<file path="config.mk">
export PLATFORM = sky130hd
export DESIGN_NAME = mem_access_ctrl
export DESIGN_NICKNAME = d
export VERILOG_FILES = /design/src/rtl/mem_access_ctrl_pkg.sv /design/src/rtl/mem_access_ctrl_wait_counter.sv /design/src/rtl/mem_access_ctrl.sv
export SDC_FILE = /design/constraint.sdc
export NUM_CORES = 1
export LEC_CHECK = 0
export ABC_CLOCK_PERIOD_IN_PS = 2670
export BUFFER_PORTS_ARGS = -buffer_cell sky130_fd_sc_hd__buf_4
export CAP_MARGIN = 20
export CORE_MARGIN = 1
export CORE_UTILIZATION = 47
export DETAILED_ROUTE_END_ITERATION = 8
export HOLD_SLACK_MARGIN = 0.08
export PLACE_DENSITY = 0.8
export SLEW_MARGIN = 25
export SYNTH_ARGS = -nofsm -noshare
export SYNTH_HDL_FRONTEND = slang
export SYNTH_HIERARCHICAL = 1
export SYNTH_SLANG_ARGS = --single-unit
export TNS_END_PERCENT = 100
</file>
<file path="constraint.sdc">
create_clock -name clk -period 2.67 [get_ports clk]
set_clock_uncertainty 0.15 [all_clocks]
set_input_delay 0.267 -clock clk [delete_from_list [all_inputs] [get_ports clk]]
set_output_delay 0.267 -clock clk [all_outputs]
set_load 0.1 [all_outputs]
</file>
<file path="src/rtl/mem_access_ctrl_pkg.sv">
// mem_access_ctrl_pkg
//   Shared definitions for the memory-stage access controller:
//   FSM state encodings, the data value returned on an aborted access,
//   the wait counter width and the bad-access decode.
package mem_access_ctrl_pkg;

  typedef enum logic [1:0] {
    ST_IDLE = 2'b00,
    ST_REQ  = 2'b01,
    ST_DONE = 2'b10
  } state_t;

  // Load result substituted when an access times out.
  localparam logic [15:0] ERR_RDATA = 16'h0000;

  localparam int unsigned CNT_W = 8;

  // An access is refused when the word address is odd or when the
  // instruction claims to be both a load and a store.
  function automatic logic is_bad_access(input logic rd,
                                         input logic wr,
                                         input logic addr_lsb);
    return addr_lsb | (rd & wr);
  endfunction

endpackage

</file>
<file path="src/rtl/mem_access_ctrl_wait_counter.sv">
// wait_counter
//   8-bit up-counter of REQ cycles spent without an acknowledge.
//   Ports:
//     clk, rst  - clock, synchronous active-high reset
//     clr       - synchronous clear (new access accepted)
//     en        - count one more unacknowledged REQ cycle
//     terminal  - high when the cycle being counted now is the TIMEOUT-th
module wait_counter
  import mem_access_ctrl_pkg::*;
#(
  parameter int unsigned TIMEOUT = 15
) (
  input  logic clk,
  input  logic rst,
  input  logic clr,
  input  logic en,
  output logic terminal
);

  localparam logic [CNT_W:0] TC = (CNT_W + 1)'(TIMEOUT);

  logic [CNT_W-1:0] count;

  always_ff @(posedge clk) begin
    if (rst) begin
      count <= '0;
    end else if (clr) begin
      count <= '0;
    end else if (en) begin
      count <= count + 1'b1;
    end
  end

  // Compare the value the counter is about to take, so the abort fires in
  // the same cycle the count reaches TIMEOUT; REQ then lasts exactly
  // TIMEOUT cycles.
  assign terminal = (({1'b0, count} + 9'd1) == TC);

endmodule

</file>
<file path="src/rtl/mem_access_ctrl.sv">
// mem_access_ctrl
//   Memory-stage access controller. Takes the execute-stage address and
//   store data, runs one request/acknowledge transaction against a
//   variable-latency data memory and stalls the pipeline until it ends.
//   Ports:
//     clk, rst          - clock, synchronous active-high reset
//     MemRead_cntrl     - instruction in this stage is a load
//     MemWrite_cntrl    - instruction in this stage is a store
//     ALU_Out[15:0]     - byte address from execute
//     MemWriteData[15:0]- store data from execute
//     Memory_read_data  - registered load result
//     Stall             - hold upstream pipeline registers this cycle
//     Err               - sticky access error (misaligned, conflict, timeout)
//     mem_req/mem_we    - memory request, write strobe (valid with req)
//     mem_addr/mem_wdata- registered address and store data
//     mem_ack/mem_rdata - memory completion, read data valid with ack
//
//   state   | meaning
//   --------+-----------------------------------------------------------
//   ST_IDLE | no access in flight; accept a new one when acc is high
//   ST_REQ  | request held to memory, waiting for mem_ack or timeout
//   ST_DONE | access finished; release stall for one cycle, no re-issue
module mem_access_ctrl
  import mem_access_ctrl_pkg::*;
#(
  parameter int unsigned TIMEOUT = 15
) (
  input  logic        clk,
  input  logic        rst,
  input  logic        MemRead_cntrl,
  input  logic        MemWrite_cntrl,
  input  logic [15:0] ALU_Out,
  input  logic [15:0] MemWriteData,
  output logic [15:0] Memory_read_data,
  output logic        Stall,
  output logic        Err,
  output logic        mem_req,
  output logic        mem_we,
  output logic [15:0] mem_addr,
  output logic [15:0] mem_wdata,
  input  logic        mem_ack,
  input  logic [15:0] mem_rdata
);

  state_t state;
  state_t state_nx;

  logic acc;
  logic bad;
  logic accept;
  logic refuse;
  logic ack_take;
  logic timeout;
  logic cnt_clr;
  logic cnt_en;
  logic wait_last;

  assign acc = MemRead_cntrl | MemWrite_cntrl;
  assign bad = acc & is_bad_access(MemRead_cntrl, MemWrite_cntrl, ALU_Out[0]);

  wait_counter #(
    .TIMEOUT (TIMEOUT)
  ) u_wait_counter (
    .clk      (clk),
    .rst      (rst),
    .clr      (cnt_clr),
    .en       (cnt_en),
    .terminal (wait_last)
  );

  always_ff @(posedge clk) begin
    if (rst) begin
      state <= ST_IDLE;
    end else begin
      state <= state_nx;
    end
  end

  always_comb begin
    state_nx = state;
    Stall    = 1'b0;
    accept   = 1'b0;
    refuse   = 1'b0;
    ack_take = 1'b0;
    timeout  = 1'b0;
    cnt_clr  = 1'b0;
    cnt_en   = 1'b0;
    case (state)
      ST_IDLE: begin
        if (acc) begin
          Stall = 1'b1;
          if (bad) begin
            refuse   = 1'b1;
            state_nx = ST_DONE;
          end else begin
            accept   = 1'b1;
            cnt_clr  = 1'b1;
            state_nx = ST_REQ;
          end
        end
      end
      ST_REQ: begin
        Stall = 1'b1;
        if (mem_ack) begin
          // An ack in the last allowed cycle still completes normally.
          ack_take = 1'b1;
          state_nx = ST_DONE;
        end else begin
          cnt_en = 1'b1;
          if (wait_last) begin
            timeout  = 1'b1;
            state_nx = ST_DONE;
          end
        end
      end
      ST_DONE: begin
        // The finished instruction is still on the inputs here; going
        // straight back to IDLE keeps it from being issued a second time.
        state_nx = ST_IDLE;
      end
      default: begin
        state_nx = ST_IDLE;
      end
    endcase
  end

  assign mem_req = (state == ST_REQ);

  always_ff @(posedge clk) begin
    if (rst) begin
      Memory_read_data <= 16'h0000;
      mem_addr         <= 16'h0000;
      mem_wdata        <= 16'h0000;
      mem_we           <= 1'b0;
      Err              <= 1'b0;
    end else begin
      if (accept) begin
        mem_addr  <= ALU_Out;
        mem_wdata <= MemWriteData;
        mem_we    <= MemWrite_cntrl;
      end
      if (ack_take && !mem_we) begin
        Memory_read_data <= mem_rdata;
      end else if (timeout) begin
        Memory_read_data <= ERR_RDATA;
      end
      if (refuse || timeout) begin
        Err <= 1'b1;
      end
    end
  end

endmodule

</file>
== After elaboration in Yosys (flattened, before gate mapping) ==
Index checks and enable logic that the tools add are counted.

* Input bits: 53
* Output and inout port bits: 52
* Logic and storage cells: 46
* Register bits: 60

* Reduce and logical (&&, ||, !) cells: 7
* Multiplexer cells: 22
* Bitwise logic cells: 4
* Add/subtract/negate cells: 2
* Equality and inequality tests: 4

{| class="wikitable"
|+ Operators by type and width
! cell !! count
|-
| $mux W16 || 2
|-
| $mux W1 || 14
|-
| $add A8 B1 Y9 const B || 1
|-
| $eq A9 B4 Y1 const B || 1
|-
| $add A8 B1 Y8 const B || 1
|-
| $mux W2 || 4
|-
| $pmux W2 S2 || 1
|-
| $ne A3 B1 Y1 const B || 1
|-
| $and A1 B1 Y1 || 2
|-
| $eq A2 B1 Y1 const B || 1
|-
| $logic_not A2 Y1 || 1
|-
| $ne A2 B2 Y1 const B || 1
|-
| $or A1 B1 Y1 || 2
|-
| $pmux W1 S2 || 1
|-
| $reduce_and A2 Y1 || 1
|-
| $reduce_bool A2 Y1 || 1
|-
| $reduce_or A2 Y1 || 1
|-
| $logic_and A1 B1 Y1 || 1
|-
| $logic_not A1 Y1 || 1
|-
| $logic_or A1 B1 Y1 || 1
|}

== Longest topological paths before layout ==
* Depth after elaboration: 7
* Depth in mapped cells: 9
* Mapped depth without buffers: 8

== Modules after synthesis ==
The synthesis kept the hierarchy.

{| class="wikitable"
|+ By module, submodules not included
! module !! seq. area each (um2) !! area an instance (um2) !! cells an instance !! times used
|-
| mem_access_ctrl || 1,041.0 || 2,033.2 || 200 || 1
|-
| wait_counter || 160.2 || 427.9 || 51 || 1
|}

== Worst setup path before layout ==
No wires, ideal clock.

* Kind: reg-to-reg
* Start point: register u_wait_counter.count[0]
* End point: register Memory_read_data[10]
* Setup slack: 0.443 ns
* Stages on the path, launching flop included: 10
* Data arrival time: 1.959 ns
* Library setup time: 0.117 ns
* Clock period less this slack: 2.227 ns
* Required time: 2.403 ns
* Path buffers: 1
* Cells stage by stage: dfxtp_1 -> ha_1 -> and3_1 -> a21o_1 -> o22ai_1 -> and3_1 -> nor2b_1 -> o21ai_2 -> buf_2 -> a32o_1

* Word-level cells in the longest chain between the ends: 6

{| class="wikitable"
|+ RTL lines
! element !! line !! RTL
|-
| from (decl) || mem_access_ctrl_wait_counter.sv:22 || <nowiki>logic [CNT_W-1:0] count;</nowiki>
|-
| from (signal assigned) || mem_access_ctrl_wait_counter.sv:30 || <nowiki>count <= count + 1'b1;</nowiki>
|-
| $add A8 B1 Y9 || mem_access_ctrl_wait_counter.sv:37 || <nowiki>assign terminal = (({1'b0, count} + 9'd1) == TC);</nowiki>
|-
| $eq A9 B4 Y1 || mem_access_ctrl_wait_counter.sv:37 ||
|-
| net wait_last || mem_access_ctrl.sv:56 || <nowiki>logic wait_last;</nowiki>
|-
| $mux W1 || mem_access_ctrl.sv:110 || <nowiki>if (wait_last) begin</nowiki>
|-
| $mux W1 || mem_access_ctrl.sv:104 || <nowiki>if (mem_ack) begin</nowiki>
|-
| $mux W1 || mem_access_ctrl.sv:88 || <nowiki>case (state)</nowiki>
|-
| $reduce_bool A2 Y1 (no source line) || n/a ||
|-
| to (signal assigned) || mem_access_ctrl.sv:143 || <nowiki>Memory_read_data <= mem_rdata;</nowiki>
|-
| to (decl) || mem_access_ctrl.sv:34 || <nowiki>output logic [15:0] Memory_read_data,</nowiki>
|}

The timed path passes the listed nets, and every way through them passes these cells.
A chain may end at the register's enable or synchronous reset.

== Worst setup path in the final report ==
* Start point: register u_wait_counter.count[0]
* End point: register Memory_read_data[0]

The elaborated chain is that of the path after synthesis.

==> results by group <==
Run status
  • Run status: complete, no violations

Drt
  • DR WL/cell: 15.39 um
  • Vias post-DR: 2416
  • Initial DRC count: 119
  • Via density per instance: 5.097
  • Pre-antenna DRT Iters: 4
  • Antenna Nets Post-Route: 0
  • DRC: 0
  • Routed Wire Length: 7296 um

Clock tree
  • CTS tree: done
  • Clock insertion delay at the later pin of the skew report: 0.33 ns
  • Setup bufs post-CTS: 0
  • Clock Path Buffers: 2
  • Num CTS Buffers: 9
  • Clock sinks: 60
  • Clk root buf: clkbuf_8
  • H-tree depth: 3
  • Clock-pin slew on the worst setup and hold paths: 0.06 ns

Synth
  • Number of synthesized flops with an enable pin: 0
  • Mapped Area: 2461 sq um
  • Largest family of logic cells by synthesized area: simple AND/OR/NAND/NOR gates
  • Yosys cell types: 36
  • Syn Nets: 306
  • Post-synthesis adder-cell area fraction: 1.423%
  • Compound-cell area share of the yosys netlist: 8.744%
  • Top FF cell, synth: dfxtp_1
  • Async S/R FF share, synth: 0%
  • Sequential share of the synthesized area: 48.81%
  • Synth Instances: 251
  • Ys Warns: 6
  • Synth Area per Inst: 9.805 sq um
  • Mux cell area share after synthesis: 13.01%
  • Synth Area in XOR/XNOR: 3.559%
  • Simple-gate portion of the synthesized area: 18.56%
  • Synthesis-stage register bit count: 60

Global routing
  • Global-route wire length before repair: 10940 um
  • Global Route Usage Sum: 27.18%
  • Antenna violations before repair: 0
  • Vias in the first global route: 2333
  • GR Overflow Total: 0
  • Largest net degree at the start of global routing: 76

Die
  • Ports: 105
  • Die span in y: 74.37 um
  • Cell row count: 25
  • Die Wd: 74.37 um
  • Core ar.: 4880 sq um
  • Total die area: 5530 sq um
  • Starting Density: 50.44%

Critical path
  • RR Endpoint: Memory_read_data[0]
  • Cells on worst reg2reg path: 8
  • Worst path arrival time: 2.59 ns
  • CP Class: reg2reg
  • Startpoint types: flop
  • FF-to-FF setup slack: 0.21 ns
  • Worst EP required: 2.79 ns
  • Worst Setup End Kind: flop
  • Crit-path max FO: 16
  • Reg2reg start: u_wait_counter/count[0]

STA
  • Fin crit period: 2.464 ns
  • Setup tns final: 0 ns
  • Worst Max-Slew Pin Slew: 0.6978 ns
  • Worst Hold Slack: 0.1420 ns
  • Crit share post-route: 92.28%
  • Rel. slew slack: 53.48%
  • Final setup vio count: 0
  • RSZ-0062 raised after global routing: false
  • Max Freq: 405.9 MHz
  • Pins over their slew limit: 0
  • Hold Fails Final Rpt: 0

Hold path
  • Hold endpoint: state[1]
  • WHS Path Cells: 3
  • Worst hold path startpoint: mem_ack
  • Hold Crit Class: in2reg

Layout
  • Area growth syn-to-layout: 59.84%
  • Layout cells sized above 1: 31.94%
  • Final #Nets: 457
  • Antenna fix cells: 0
  • Layout fillers: 287
  • Commonest non-fill, non-tap cells in the layout: buf_4 (108), nand2_1 (66), dfxtp_1 (60)
  • Most common cell after layout, fill and taps aside: buf_4

Power and ir drop
  • Int Pwr: 0.001645 W
  • Net Sw Frac: 32.75%
  • Power Dens Cells: 621.7 nW/um^2
  • Seq pwr share: 39.5%
  • VDD IR max: 354.7 uV
  • Psw: 0.0008008 W
  • Lkg Pwr: 1.737 nW
  • Clock power frac: 35.0%
  • Overall power: 0.002446 W
  • Logic pwr share: 25.5%

Place
  • Port Buffers: 104
  • RePlAce Congestion: 0.7288
  • Post-DP HPWL: 4005 um

Flow run
  • Max-cap viol count: 0
==> synthesized netlist by cell type, types with 2 or more instances <==
| master | number | area share (%) |
|---|---|---|
| a32o_1 | 16 | 6.5 |
| and3_1 | 3 | 0.76 |
| buf_12 | 3 | 2.4 |
| buf_2 | 2 | 0.41 |
| buf_6 | 2 | 0.92 |
| clkbuf_1 | 9 | 1.4 |
| dfxtp_1 | 60 | 49 |
| ha_1 | 2 | 1.0 |
| inv_1 | 2 | 0.31 |
| mux2i_1 | 32 | 13 |
| nand2_1 | 66 | 10 |
| nand3_1 | 6 | 1.2 |
| nor2_1 | 13 | 2.0 |
| nor2b_1 | 3 | 0.76 |
| nor3_1 | 2 | 0.41 |
| nor3b_1 | 2 | 0.61 |
| xnor2_1 | 4 | 1.4 |
| xor2_1 | 6 | 2.1 |
==> worst max-delay path: stages (launching register included) <==
cell and delay (ns):
dfxtp_1 0.44, ha_1 0.27, and3_1 0.22, a21o_1 0.13, o22ai_1 0.05, and3_1 0.21
nor2b_1 0.14, o21ai_2 0.53, a32o_1 0.26
==> metal layers <==
layer	vias to the layer above	part of all wire (%)	routed length (um)	GRT usage, %
met4	0	2.5	184	13.42
met1	1131	39	2873	27.96
met5	-	0	0	0
met2	104	50	3673	47.45
met3	18	7.7	564	11.38
li1	1163	-	-	-
==> area by class of cell <==
type | count | area (sq um) | share of cell area [%]
flip-flops and latches | 60 | 1201 | 30.53
clock inverters | 3 | 43.79 | 1.113
repair buffers | 157 | 1301 | 33.08
multi-input cells | 171 | 1124 | 28.56
well taps | 67 | 83.83 | 2.131
inverters | 3 | 11.26 | 0.2863
clock buffers | 13 | 168.9 | 4.294
==> how the worst max path moves through the flow <==
stage	startpoint	end	slack, ns	depth (start not counted)
floorplan	u_wait_counter/count[0]	Memory_read_data[10]	0.44	9
global placement	u_wait_counter/count[0]	Memory_read_data[4]	0.35	8
detailed placement	u_wait_counter/count[0]	Memory_read_data[0]	0.22	8
CTS	u_wait_counter/count[0]	Memory_read_data[0]	0.22	8
global route	u_wait_counter/count[1]	Memory_read_data[8]	0.06	8
finish	u_wait_counter/count[0]	Memory_read_data[0]	0.21	8
==> registers in the layout, summed over array words and instances, names as in the netlist <==
name / count
Memory_read_data: 16
Err: 1
mem_addr: 16
mem_wdata: 16
u_wait_counter/count: 8
mem_we: 1
state: 2
==> power by group through the flow <==
stage	registers, W	logic [W]	clock network, W
3_5_place_dp	0.000984	0.000554	0
2_1_floorplan	0.00125	0.000151	0
4_1_cts	0.000964	0.000614	0.000880
6_report	0.000967	0.000623	0.000855
3_3_place_gp	0.000982	0.000549	0
5_1_grt	0.000971	0.000648	0.000922
==> what timing repair did <==
action,CTS,global route
endpoints found under the hold margin,51,0
resized for setup,0,0
hold buffers,49,0
==> logic make-up (layout without fill, tap and decap cells) <==
logic type,Yosys count,after routing
flops,60,60
buf+inv,20,176
simple gates,103,103
fa+ha+maj,3,3
xor+xnor,10,10
compound gates,23,23
mux,32,32
==> stage by stage <==
step | area (sq um) | setup WS [ns] | util [%] | std cells
finish | 3934 | 0.2060 | 80.62 | 474
global route | 3934 | 0.06350 | 80.62 | 474
CTS | 3934 | 0.2190 | 80.62 | 474
detailed placement | 3231 | 0.2207 | 66.21 | 409
global placement | 3231 | 0.3473 | 66.21 | 409
floorplan | 2461 | 0.4434 | - | 251
No activity file was read; power rests on OpenSTA's default activity.
